==> src/rtl/ram_arb_pkg.sv <==
// Shared types and constants for the two-port RAM sequencing controller.
//   state_t    : controller phase (IDLE, ISSUE, WAIT, RESP)
//   port_idx_t : requester index (0 or 1)
//   MAX_LATENCY: largest supported RAM read latency
package ram_arb_pkg;

  typedef enum logic [1:0] {
    IDLE  = 2'd0,
    ISSUE = 2'd1,
    WAIT  = 2'd2,
    RESP  = 2'd3
  } state_t;

  typedef logic port_idx_t;

  localparam int unsigned MAX_LATENCY = 7;

endpackage

==> src/rtl/rr_arbiter2.sv <==
// Two-way round-robin grant with a registered priority pointer.
//   clk, reset : clock, synchronous active-high reset (pointer -> port 0)
//   valid[1:0] : per-port request
//   advance    : a grant is being taken this cycle; pointer moves past it
//   gnt        : granted port (combinational; meaningful only when |valid)
module rr_arbiter2
  import ram_arb_pkg::*;
(
  input  logic       clk,
  input  logic       reset,
  input  logic [1:0] valid,
  input  logic       advance,
  output port_idx_t  gnt
);

  port_idx_t rr_ptr;

  // Tie goes to the pointer, otherwise the lone requester wins.
  always_comb begin
    gnt = rr_ptr;
    if (valid == 2'b01) begin
      gnt = 1'b0;
    end else if (valid == 2'b10) begin
      gnt = 1'b1;
    end
  end

  // Point at the other port after every grant so neither can be served twice in a row while the other waits.
  always_ff @(posedge clk) begin
    if (reset) begin
      rr_ptr <= 1'b0;
    end else if (advance) begin
      rr_ptr <= ~gnt;
    end
  end

endmodule

==> src/rtl/ram_arbiter_2p.sv <==
// Shares one single-port word RAM between two requesters. A granted request is
// latched, driven to the RAM for exactly one enabled cycle, the RAM read latency
// is waited out, and the (pre-write) read word is returned with a one-cycle
// completion pulse on the granted port.
//   clk, reset             : clock, synchronous active-high reset
//   req_valid/addr/strobe/wdata : per-port request, held until that port's resp_ok
//   resp_ok, resp_data     : per-port completion pulse and registered read data
//   ram_en/addr/strobe/wdata : RAM command (enable only during the issue cycle)
//   ram_rdata              : RAM read data, READ_LATENCY cycles after the enable
module ram_arbiter_2p
  import ram_arb_pkg::*;
#(
  parameter  int unsigned ADDR_WIDTH   = 10,
  parameter  int unsigned DATA_WIDTH   = 64,
  parameter  int unsigned BYTE_WIDTH   = 64,
  parameter  int unsigned READ_LATENCY = 0,
  localparam int unsigned SW           = DATA_WIDTH / BYTE_WIDTH
) (
  input  logic                       clk,
  input  logic                       reset,
  input  logic [1:0]                 req_valid,
  input  logic [1:0][ADDR_WIDTH-1:0] req_addr,
  input  logic [1:0][SW-1:0]         req_strobe,
  input  logic [1:0][DATA_WIDTH-1:0] req_wdata,
  output logic [1:0]                 resp_ok,
  output logic [1:0][DATA_WIDTH-1:0] resp_data,
  output logic                       ram_en,
  output logic [ADDR_WIDTH-1:0]      ram_addr,
  output logic [SW-1:0]              ram_strobe,
  output logic [DATA_WIDTH-1:0]      ram_wdata,
  input  logic [DATA_WIDTH-1:0]      ram_rdata
);

  typedef logic [DATA_WIDTH-1:0] word_t;
  typedef logic [ADDR_WIDTH-1:0] addr_t;
  typedef logic [SW-1:0]         strobe_t;

  localparam logic [2:0] CNT_INIT = 3'((READ_LATENCY == 0) ? 0 : READ_LATENCY - 1);

  if ((DATA_WIDTH % BYTE_WIDTH) != 0) begin : g_bad_byte_width
    $error("ram_arbiter_2p: DATA_WIDTH must be a multiple of BYTE_WIDTH");
  end
  if (READ_LATENCY > MAX_LATENCY) begin : g_bad_latency
    $error("ram_arbiter_2p: READ_LATENCY exceeds MAX_LATENCY");
  end

  state_t    state;
  port_idx_t gnt;
  port_idx_t lat_gnt;
  logic [2:0] cnt;
  logic      advance;

  word_t   sel_wdata;
  addr_t   sel_addr;
  strobe_t sel_strobe;

  assign advance    = (state == IDLE) && (|req_valid);
  assign sel_addr   = req_addr[gnt];
  assign sel_strobe = req_strobe[gnt];
  assign sel_wdata  = req_wdata[gnt];

  rr_arbiter2 u_arb (
    .clk     (clk),
    .reset   (reset),
    .valid   (req_valid),
    .advance (advance),
    .gnt     (gnt)
  );

  // Sequencer. ram_addr/ram_wdata double as the latched request copy: they are
  // loaded on grant and held until the next grant, which keeps the address
  // stable across the RAM read pipeline.
  always_ff @(posedge clk) begin
    if (reset) begin
      state      <= IDLE;
      lat_gnt    <= 1'b0;
      cnt        <= '0;
      resp_ok    <= '0;
      resp_data  <= '0;
      ram_en     <= 1'b0;
      ram_addr   <= '0;
      ram_strobe <= '0;
      ram_wdata  <= '0;
    end else begin
      resp_ok    <= '0;
      ram_en     <= 1'b0;
      ram_strobe <= '0;
      case (state)
        IDLE: begin
          if (advance) begin
            lat_gnt    <= gnt;
            ram_en     <= 1'b1;
            ram_addr   <= sel_addr;
            ram_strobe <= sel_strobe;
            ram_wdata  <= sel_wdata;
            state      <= ISSUE;
          end
        end
        ISSUE: begin
          if (READ_LATENCY == 0) begin
            resp_data[lat_gnt] <= ram_rdata;
            resp_ok[lat_gnt]   <= 1'b1;
            state              <= RESP;
          end else begin
            cnt   <= CNT_INIT;
            state <= WAIT;
          end
        end
        WAIT: begin
          if (cnt == 3'd0) begin
            resp_data[lat_gnt] <= ram_rdata;
            resp_ok[lat_gnt]   <= 1'b1;
            state              <= RESP;
          end else begin
            cnt <= cnt - 3'd1;
          end
        end
        RESP: begin
          state <= IDLE;
        end
        default: begin
          state <= IDLE;
        end
      endcase
    end
  end

endmodule

==> config.mk <==
export PLATFORM = sky130hd
export DESIGN_NAME = ram_arbiter_2p
export DESIGN_NICKNAME = d
export VERILOG_FILES = /design/src/rtl/ram_arb_pkg.sv /design/src/rtl/rr_arbiter2.sv /design/src/rtl/ram_arbiter_2p.sv
export SDC_FILE = /design/constraint.sdc
export NUM_CORES = 1
export LEC_CHECK = 0
export BUFFER_PORTS_ARGS = -buffer_cell sky130_fd_sc_hd__buf_2
export CAP_MARGIN = 25
export CORE_AREA = 2 2 163 165
export CTS_CLUSTER_SIZE = 16
export DETAILED_ROUTE_END_ITERATION = 8
export DIE_AREA = 0 0 165 167
export SYNTH_ARGS = -nofsm -noshare
export SYNTH_HDL_FRONTEND = slang
export SYNTH_HIERARCHICAL = 1
export SYNTH_SLANG_ARGS = --single-unit
==> constraint.sdc <==
create_clock -name clk -period 3.8 [get_ports clk]
set_input_delay 0.76 -clock clk [delete_from_list [all_inputs] [get_ports clk]]
set_output_delay 0.76 -clock clk [all_outputs]
set_load 0.05 [all_outputs]
# Yosys cells after proc, flatten, opt, wreduce, memory -nomap -nowiden
# Index checks and enable logic that the tools add are counted.
op_classes:
  eq_ne: 7
  n_reduce_logical: 12
  add_sub_neg: 1
  n_bitwise: 4
  mux: 21
  magnitude_cmp: 3
op_table:
  columns: ["op", "n"]
  rows:
  - ["128-bit case mux with 2 select lines", 1]
  - ["64-bit two-way mux", 3]
  - ["128-bit bitwise mux", 1]
  - ["128-bit two-way mux", 1]
  - ["64-bit demux with 1-bit select", 1]
  - ["10-bit two-way mux", 2]
  - ["2-bit case mux with 4 select lines", 1]
  - ["2-bit AND reduction", 4]
  - ["2-bit equality test, second input constant", 3]
  - ["1-bit two-way mux", 6]
  - ["2-bit two-way mux", 3]
  - ["2-bit by 1-bit equality test with 1-bit output, second input constant", 2]
  - ["1-bit by 2-bit less-than comparator with 1-bit output, second input constant", 2]
  - ["2-bit != test, second input constant", 2]
  - ["1-bit NOT", 4]
  - ["2-bit case mux with 2 select lines", 1]
  - ["2-bit OR reduction", 2]
  - ["3-bit zero test", 1]
  - ["3-bit OR reduction", 1]
  - ["3-bit by 1-bit subtractor with 3-bit output, second input constant", 1]
  - ["1-bit logical AND", 2]
  - ["2-bit zero test", 1]
  - ["2-bit nonzero test", 1]
  - ["1-bit demux with 1-bit select", 1]
  - ["1-bit >= comparator, second input constant", 1]
totals:
  elab_cells: 59
  inputBits: 218
  register_bits: 213

# Depth between registers and ports, before layout
# Gate-level depths: netlist of the first run.
logic_depth:
  depth_word: 7
  ltp_mapped: 8
  depth_no_buf: 6

# Modules after synthesis
# The synthesis of the first run kept the hierarchy.
by_module_without_submodules:
  columns: ["mod", "cells_per_inst", "seq_area_each_um2", "n_inst", "area_per_inst_um2"]
  rows:
  - ["ram_arbiter_2p", 869, 4244.1, 1, 9013.6]
  - ["rr_arbiter2", 7, 20.0, 1, 60.1]

# Worst setup path before layout of the first run
# OpenSTA, ideal clock, no wires.
synth_timing:
  kind: "input to register"
  start: "input port req_valid[1]"
  end: "register ram_wdata[43]"
  cell_stages: 8
  setup_ns: 0.138
  arrival_time_ns: 1.754
  n_path_buf: 3
  path_slack_ns: 1.908
  path_cell_list: "nand2b_1 > nand2_1 > nand2_1 > clkbuf_1 > buf_4 > buf_4 > mux2i_1 > a211oi_1"
synth_via:
  elab_chain_cells: 5
  elab_cells_between_ends: 9
  classes_between: "eq/ne: 2; mux: 4; reduce/logical: 3"
synth_rtl:
  columns: ["item", "line", "text"]
  rows:
  - ["start: declaration", "ram_arbiter_2p.sv:21", "input logic [1:0] req_valid,"]
  - ["2-bit equality test", "rr_arbiter2.sv:23", "end else if (valid == 2'b10) begin"]
  - ["1-bit two-way mux", "rr_arbiter2.sv:23", null]
  - ["1-bit two-way mux (*)", "rr_arbiter2.sv:21", "if (valid == 2'b01) begin"]
  - ["via gnt", "ram_arbiter_2p.sv:48", "port_idx_t gnt;"]
  - ["64-bit two-way mux (implied by the code) (*) (2 in series)", "ram_arbiter_2p.sv:60", "assign sel_wdata = req_wdata[gnt];"]
  - ["end signal: assignment", "ram_arbiter_2p.sv:95", "ram_wdata <= sel_wdata;"]
  - ["end: declaration", "ram_arbiter_2p.sv:30", "output logic [DATA_WIDTH-1:0] ram_wdata,"]
# Mark *: on every way through the listed nets, which the timed path passes. The rest lies on a longest branch. The select of a mux whose other input is x is not followed.
# A chain may end at the register's enable or synchronous reset.

# Final worst setup path of the first run
layout_timing:
  start: "register state[0]"
  end: "register resp_data[114] (netlist name)"
layout_via:
  elab_chain_cells: 3
  elab_cells_between_ends: 6
  classes_between: "eq/ne: 3; mux: 1; reduce/logical: 2"
layout_rtl:
  columns: ["item", "line", "text"]
  rows:
  - ["start: declaration", "ram_arbiter_2p.sv:47", "state_t state;"]
  - ["start signal: assignment", "ram_arbiter_2p.sv:75", "state <= IDLE;"]
  - ["start signal: assignment", "ram_arbiter_2p.sv:96", "state <= ISSUE;"]
  - ["start signal: assignment", "ram_arbiter_2p.sv:103", "state <= RESP;"]
  - ["2-bit equality test / 2-bit by 1-bit equality test with 1-bit output (equally long branches)", "ram_arbiter_2p.sv:88", "case (state)"]
  - ["2-bit != test (no source line) / 2-bit nonzero test (equally long branches)", null, null]
  - ["2-bit AND reduction (no source line)", null, null]
  - ["end signal: indexed assignment", "ram_arbiter_2p.sv:101", "resp_data[lat_gnt] <= ram_rdata;"]
  - ["end signal: indexed assignment", "ram_arbiter_2p.sv:111", "resp_data[lat_gnt] <= ram_rdata;"]
  - ["end: declaration", "ram_arbiter_2p.sv:26", "output logic [1:0][DATA_WIDTH-1:0] resp_data,"]
# Parallel ways exist; a longest one is shown, timed or not.

==> flow_summary.toml, run 1 <==
[worst_setup_path]
end_kind = "register"
crit_slowest_cell = "o21a_4"
cp.arrival_ns = 2.81
crit_required_ns = 4.24
r2r_cells = 5
critPathKind = "reg2reg"
worstPathMaxFanout = 47
rr_endpoint = "resp_data[114]"
critPathLaunchType = "register"
slowest_delay_ns = 0.81
crit_chain = "inv_1, ha_1, nor2b_1, o21a_4, mux2i_1"
r2r_setup_slack_ns = 1.43
reg2reg_from = "state[0]"

[die]
die_y_um = 167
core_area_mm2 = 0.0258
io-pin-count = 424
die_area_mm2 = 0.0276
fp.dieW_um = 165
start_util_pct = 35.2
rows = 59

[place]
place_congestion = 0.791
hpwl_mm = 20.0
portBuffers = 423

[routing]
drt-initial-drc-count = 365
drt-total-wl_mm = 27.2
drc_errors = 0
ant_nets = 0
wl_met1_mm = 10.7
avgRoutedWirePerCell_um = 16.7
dr_wl_met2_mm = 13.1
drt_pass1_iterations = 4
routed-wl-met3_mm = 2.73
top_layer_used = "met4"
via_per_inst = 4.62
vias = 7519

[timing]
hold_violations = 0
final.min_clock_period_ns = 2.37
fmax_mhz = 421
maxSlewHeadroom_pct = 35.8
setup_tns_ns = 0
setup_violations = 0
timing.final.crit_share_pct = 62.4
worst_pin_slew_ns = 0.963
finalMaxSlewViolations = 0
rsz0062_at_grt = "false"
clock_skew_ns = 0.0127

[logic_synthesis]
syn_inst = 876
syn-num-nets = 1100
ys_seq_elements = 213
synth_area_leader_cell = "dfxtp_1"
yosys-top-cells-area = "dfxtp_1, mux2i_1, nand2b_1"
synth_edf_count = 0
ys.flop_type = "dfxtp_1"
yosysWarnings = 6
netlist_area_mm2 = 0.00907
synth_commonest_cells = "dfxtp_1, mux2i_1, nand2b_1, nor2_1, a211oi_1"
syn_area_per_cell_um2 = 10.4
seq_area_frac_synth_pct = 47.0
synthArstFlopShare_pct = 0
yosysUniqueCellTypes = 30
synth.top_cell.area_share_pct = 47.0
yosysMostFrequentCell = "dfxtp_1"

[clocking]
cts_tree = "built"
h-tree-depth = 1
cts_buffers = 25
cts.sinks = 213
clk_latency_ns = 0.53
cts_hold_buffers = 0
path_clk_slew_ns = 0.06
clk_path_buf_depth = 3
cts_setup_buffers = 0
cts_root_buf = "clkbuf_16"
post_cts_resized = 0

[run_status]
outcome = "completed"

[layout]
nets = 1492
drive_gt1_share_pct = 37.7
area_growth_pct = 34.5

[run]
drv_cap = 0

[power]
p_leak_nw = 5.88
total_power_mw = 7.62
peakVddDrop_mv = 0.342
pwr_density_cell_mw_per_mm2 = 624

[hold_path]
min_to = "resp_data[101]"
hold_start = "resp_data[101]"
min-delay-path-class = "reg2reg"
holdPathStages = 2

[grt]
track_usage_pct = 18.6
grt_pass1_vias = 7292
grt_pass1_wl_mm = 40.3
grt_max_degree = 93
antenna_found_initial = 6
overflow = 0
## cell usage in the layout, fill, tap and decap left out, types with 7 or more instances in the layout
| cell type | netlist | final |
|---|---|---|
| a211oi_1 | 74 | 74 |
| buf_2 | 15 | 422 |
| buf_4 | 6 | 8 |
| clkbuf_16 | 0 | 25 |
| clkbuf_8 | 0 | 7 |
| dfxtp_1 | 213 | 213 |
| diode_2 | 0 | 7 |
| mux2i_1 | 204 | 204 |
| nand2b_1 | 195 | 195 |
| nor2_1 | 83 | 83 |
## stage by stage
stage	instances	setup WS (ns)	cell area, µm²	utilization (%)	hold WS, ns
2_1_floorplan	876	1.91	9070	-	0.447
3_3_place_gp	1576	1.34	11400	44.1	0.456
3_5_place_dp	1576	1.30	11400	44.1	0.460
4_1_cts	1622	1.39	12200	47.3	0.470
5_1_grt	1625	1.22	12200	47.3	0.480
6_report	1629	1.43	12200	47.4	0.467
## critical path, delay by kind of cell, from the launching register on
family                     cells  cell delay, ns
AOI/OAI and AO/OA              1            0.81
and+or+nand+nor                1            0.42
DFF                            1            0.36
adders and majority gates      1            0.30
muxes                          1            0.27
buffers and inverters          1            0.08
## cell families (layout without fill, tap and decap cells)
kind of cell	Yosys count	after routing	share of synthesized area [%]
other	0	7	0
adder cells (fa/ha/maj)	6	6	0.827
multiplexers	206	206	22.8
buffers and inverters	75	486	4.67
flip-flops	213	213	47.0
AO/OA/AOI/OAI	88	88	7.28
AND/OR/NAND/NOR	288	288	17.5
## layer usage
| metal | GRT usage, % | vias to the layer above |
|---|---|---|
| li1 | - | 3791 |
| met1 | 20.7 | 3407 |
| met2 | 32.4 | 282 |
| met3 | 7.25 | 39 |
| met4 | 5.48 | 0 |
| met5 | 0 | - |
## power by group
part,switching [mW],internal (mW)
Sequential,0.153,2.54
Clock,0.977,1.42
Combinational,1.80,0.729
Total,2.93,4.70
## area by class of cell
cell class                 instances  area (µm²)
sequential                       213        4260
tap                              335         419
timing repair buffer             434        2240
clock buffer                      36         737
fill                            2485       13600
inverter                           6        25.0
antenna                            7        17.5
clock inverter                    10        96.3
multi-input combinational        588        4400
## flip-flops by register name, summed over array words and instances, names as in the netlist
name,flops
state,2
ram_wdata,64
u_arb/rr_ptr,1
ram_addr,10
resp_data,128
ram_en,1
ram_strobe,1
resp_ok,2
lat_gnt,1
cnt,3
## worst max path at each step
stage	from	endpoint	slack, ns	depth (start not counted)
after global placement	req_valid[1]	ram_wdata[17]	1.34	6
after floorplan	req_valid[1]	ram_wdata[43]	1.91	8
after global routing	state[0]	resp_data[117]	1.22	5
after detailed placement	req_valid[1]	ram_wdata[0]	1.30	5
after CTS	state[0]	resp_data[114]	1.39	5
final	state[0]	resp_data[114]	1.43	5
No activity file was read; power rests on OpenSTA's default activity.
==> inputs of run 2 (changes only) <==
CORE_AREA = 2 2 164 166   (was 2 2 163 165)
DIE_AREA = 0 0 166 168   (was 0 0 165 167)
PLACE_DENSITY = 0.65   (was not set)
clock period = 2.18 ns   (was 3.8 ns; I/O delays follow)
==> flow_summary.toml, run 2 (same netlist as run 1, synthesis figures left out) <==
[run_status]
outcome = "completed"

[timing]
hold_violations = 0
finalMaxSlewViolations = 0
setup_violations = 0
worst_pin_slew_ns = 0.411
rsz0062_at_grt = "false"
final.min_clock_period_ns = 1.86
maxSlewHeadroom_pct = 72.6
setup_tns_ns = 0
fmax_mhz = 536
clock_skew_ns = 0.0132
timing.final.crit_share_pct = 85.5
setup_ws_ns = 0.316

[run]
drv_cap = 0

[layout]
drive_gt1_share_pct = 37.9
largest_register = "resp_data"
postLayoutCellArea_mm2 = 0.0124
final_cell_mix = "buf_2, dfxtp_1, mux2i_1"
largest_reg_flops = 128
fin_util_pct = 46.9
final_common_cell = "buf_2"
nets = 1498
area_growth_pct = 36.2
reg_top3 = "resp_data x128, ram_wdata x64, ram_addr x10"
layout.filler_cells = 2491

[routing]
drc_errors = 0
avgRoutedWirePerCell_um = 16.0
vias = 7485
drt-initial-drc-count = 286
drt-total-wl_mm = 26.1
via_per_inst = 4.58
ant_nets = 0
drt_pass1_iterations = 4

[place]
portBuffers = 423
hpwl_mm = 19.3
place_congestion = 0.805
post-place-ws_ns = 0.324
place_area_mm2 = 0.0115

[power]
p_int_mw = 8.36
peakVddDrop_mv = 0.726
clkPwrFrac_pct = 31.5
comb_power_share_pct = 33.4
p_seq_share_pct = 35.1
switchingPower_mw = 5.05
pwr_density_cell_mw_per_mm2 = 1080
total_power_mw = 13.4
sw_frac_of_total_pct = 37.7
p_leak_nw = 5.95

[grt]
overflow = 0
grt_max_degree = 76
grt_pass1_wl_mm = 40.5
track_usage_pct = 17.8
grt_pass1_vias = 7549
antenna_found_initial = 4

[clocking]
clk_latency_ns = 0.52
post_cts_resized = 0
cts_root_buf = "clkbuf_16"
h-tree-depth = 1
cts_tree = "built"
cts.sinks = 213
path_clk_slew_ns = 0.06
cts_hold_buffers = 0
cts_buffers = 24
clk_path_buf_depth = 3
cts_setup_buffers = 0

[worst_setup_path]
slowest_delay_ns = 0.33
critPathLaunchType = "register"
crit_buf_inv = 2
cp.arrival_ns = 2.29
crit_required_ns = 2.61
worstPathMaxFanout = 47
critPathKind = "reg2reg"
cp_top_family = "buffers and inverters"
end_kind = "register"
crit_chain = "inv_1, ha_1, and3b_4, o21a_4, buf_12, mux2i_1"
crit_slowest_cell = "dfxtp_1"
r2r_setup_slack_ns = 0.32

[die]
fp.dieW_um = 166
io-pin-count = 424
die_area_mm2 = 0.0279
die_y_um = 168
rows = 60
core_area_mm2 = 0.0264
start_util_pct = 34.4

[hold_path]
min-delay-path-class = "in2reg"
==> run 2: cell count changes in the layout (fill, tap and decap cells not counted), sizes merged <==
| cell | before | now |
|---|---|---|
| buf | 434 | 441 |
| clkbuf | 36 | 33 |
| diode | 7 | 2 |
| bufinv | 1 | 3 |
| inv | 7 | 6 |
==> run 2: area by class of cell <==
| cell class | count | area [µm²] | area share, % |
|---|---|---|---|
| Multi-Input combinational cell | 588 | 4400 | 35.6 |
| Antenna cell | 2 | 5.00 | 0.0405 |
| Clock buffer | 33 | 696 | 5.63 |
| Sequential cell | 213 | 4260 | 34.5 |
| Inverter | 6 | 25.0 | 0.202 |
| Tap cell | 341 | 427 | 3.45 |
| Clock inverter | 11 | 133 | 1.07 |
| Timing Repair Buffer | 441 | 2410 | 19.5 |
==> run 2: metal layers <==
layer	vias to the layer above	GRT usage (%)	routed length, µm
met5	-	0	24
met3	40	5.38	2150
met1	3370	20.8	10500
li1	3794	-	-
met4	4	5.71	565
met2	277	31.4	12800
==> run 2: tightest hold or removal path: cells and delay by family <==
kind | cells | cell delay, ns
buffers and inverters | 1 | 0.10
multiplexers | 1 | 0.06
AND/OR/NAND/NOR | 1 | 0.07
==> run 2: final timing paths <==
check                           cells after the start        endpoint     startpoint
worst max-delay path                                6  resp_data[119]       state[0]
worst max register to register                      6  resp_data[119]       state[0]
worst min-delay path                                3  resp_data[104]  ram_rdata[40]
worst min register to register                      2    resp_data[6]   resp_data[6]
==> run 2: power groups by stage <==
| stage | clock, mW | sequential (mW) | combinational (mW) |
|---|---|---|---|
| detailed placement | 0 | 4.78 | 4.51 |
| CTS | 4.34 | 4.71 | 4.52 |
| global placement | 0 | 4.77 | 4.48 |
| finish | 4.22 | 4.71 | 4.48 |
| floorplan | 0 | 6.58 | 1.59 |
| global route | 4.50 | 4.77 | 4.74 |
==> run 2: stage by stage <==
| step | hold slack (ns) | std cells |
|---|---|---|
| after floorplan | 0.447 | 876 |
| after global placement | 0.455 | 1589 |
| after detailed placement | 0.460 | 1589 |
| after CTS | 0.179 | 1633 |
| after global routing | 0.196 | 1635 |
| final | 0.199 | 1635 |
==> inputs of run 3 (changes only) <==
PLACE_DENSITY = 0.68   (was 0.65)
==> flow_summary.toml, run 3 (same netlist as run 1, synthesis figures left out) <==
[timing]
setup_violations = 0
worst_pin_slew_ns = 0.463
rsz0062_at_grt = "false"
hold_violations = 0
fmax_mhz = 520
setup_tns_ns = 0
maxSlewHeadroom_pct = 68.9
clock_skew_ns = 0.0281
final.min_clock_period_ns = 1.92
timing.final.crit_share_pct = 88.2
finalMaxSlewViolations = 0

[run_status]
outcome = "completed"

[clocking]
cts.sinks = 213
clk_path_buf_depth = 3
cts_root_buf = "clkbuf_16"
path_clk_slew_ns = 0.06
h-tree-depth = 1
cts_hold_buffers = 0
cts_buffers = 24
cts_tree = "built"
clk_latency_ns = 0.53
post_cts_resized = 0
cts_setup_buffers = 0

[worst_setup_path]
cp_top_family = "simple AND/OR/NAND/NOR gates"
crit_buf_inv = 2
worstPathMaxFanout = 29
critPathKind = "reg2reg"
cp.arrival_ns = 2.37
critPathLaunchType = "register"
path_depth = 6
crit_chain = "inv_1, ha_1, nor2b_1, o21a_4, buf_12, mux2i_1"
slowest_delay_ns = 0.39
end_kind = "register"
crit_slowest_cell = "nor2b_1"
crit_required_ns = 2.63
r2r_cells = 6

[place]
portBuffers = 423
dpl.cell_count = 1594
hpwl_mm = 20.1
place_congestion = 0.824

[layout]
largest_reg_flops = 128
reg_top3 = "resp_data x128, ram_wdata x64, ram_addr x10"
final_common_cell = "buf_2"
largest_register = "resp_data"
instances_no_fill = 1642
drive_gt1_share_pct = 38.1
final_cell_mix = "buf_2, dfxtp_1, mux2i_1"
nets = 1503
area_growth_pct = 36.3

[routing]
drt-initial-drc-count = 281
drt_pass1_iterations = 4
avgRoutedWirePerCell_um = 16.3
dr_wl_met2_mm = 13.3
drt-total-wl_mm = 26.7
ant_nets = 0
top_layer_used = "met5"
wl_met1_mm = 10.4
vias = 7648
routed-wl-met3_mm = 2.49
via_per_inst = 4.66
drc_errors = 0

[die]
die_y_um = 168
die_area_mm2 = 0.0279
core_area_mm2 = 0.0264
io-pin-count = 424
fp.dieW_um = 166
start_util_pct = 34.4
rows = 60

[power]
peakVddDrop_mv = 0.794
pwr_density_cell_mw_per_mm2 = 1070
p_leak_nw = 5.95

[grt]
grt_pass1_vias = 7562
grt_pass1_wl_mm = 41.3
overflow = 0
track_usage_pct = 18.3
antenna_found_initial = 6
grt_max_degree = 66

[run]
drv_cap = 0

[hold_path]
min-delay-path-class = "in2reg"
holdPathStages = 3
==> run 3: cell count changes in the layout (fill, tap and decap cells not counted), sizes merged <==
cell    previous run  this run
buf              441       446
clkinv             7         9
diode              2         4
bufinv             3         2
clkbuf            33        32
==> run 3: final cells by class <==
class / count / area (µm²)
well taps: 341 / 427
fillers: 2553 / 14000
repair buffers: 446 / 2450
multi-input cells: 588 / 4400
diodes: 4 / 10.0
flip-flops and latches: 213 / 4260
clock inverters: 12 / 128
clock buffers: 32 / 661
inverters: 6 / 25.0
==> run 3: final timing paths <==
path	from	end	slack [ns]
max	state[0]	resp_data[112]	0.26
min reg2reg	resp_data[124]	resp_data[124]	0.47
min	ram_rdata[29]	resp_data[93]	0.19
max reg2reg	state[0]	resp_data[112]	0.26
==> run 3: through the flow <==
stage / area (µm²) / total power, mW / hold slack [ns] / setup WS [ns] / utilization [%]
finish: 12400 / 13.2 / 0.190 / 0.257 / 46.9
global route: 12400 / 13.8 / 0.184 / 0.0989 / 46.9
CTS: 12400 / 13.4 / 0.164 / 0.232 / 46.9
detailed placement: 11600 / 9.32 / 0.461 / 0.280 / 43.9
global placement: 11600 / 9.27 / 0.455 / 0.329 / 43.9
floorplan: 9070 / 8.17 / 0.447 / 0.532 / -
==> run 3: power breakdown <==
part           internal [mW]  switching [mW]  leakage (nW)
Clock                   2.38            1.65         0.390
Sequential              4.43           0.280          1.75
Combinational           1.35            3.15          3.81
==> run 3: routing by layer <==
metal	global-route usage, %	vias to the layer above
met5	0	-
met4	5.07	4
met3	6.49	41
met2	33.0	296
met1	20.4	3496
li1	-	3811
==> run 3: tightest hold or removal path, cell delays in order <==
cell and delay, ns:
buf_2 0.09, nand2b_1 0.08, mux2i_1 0.07
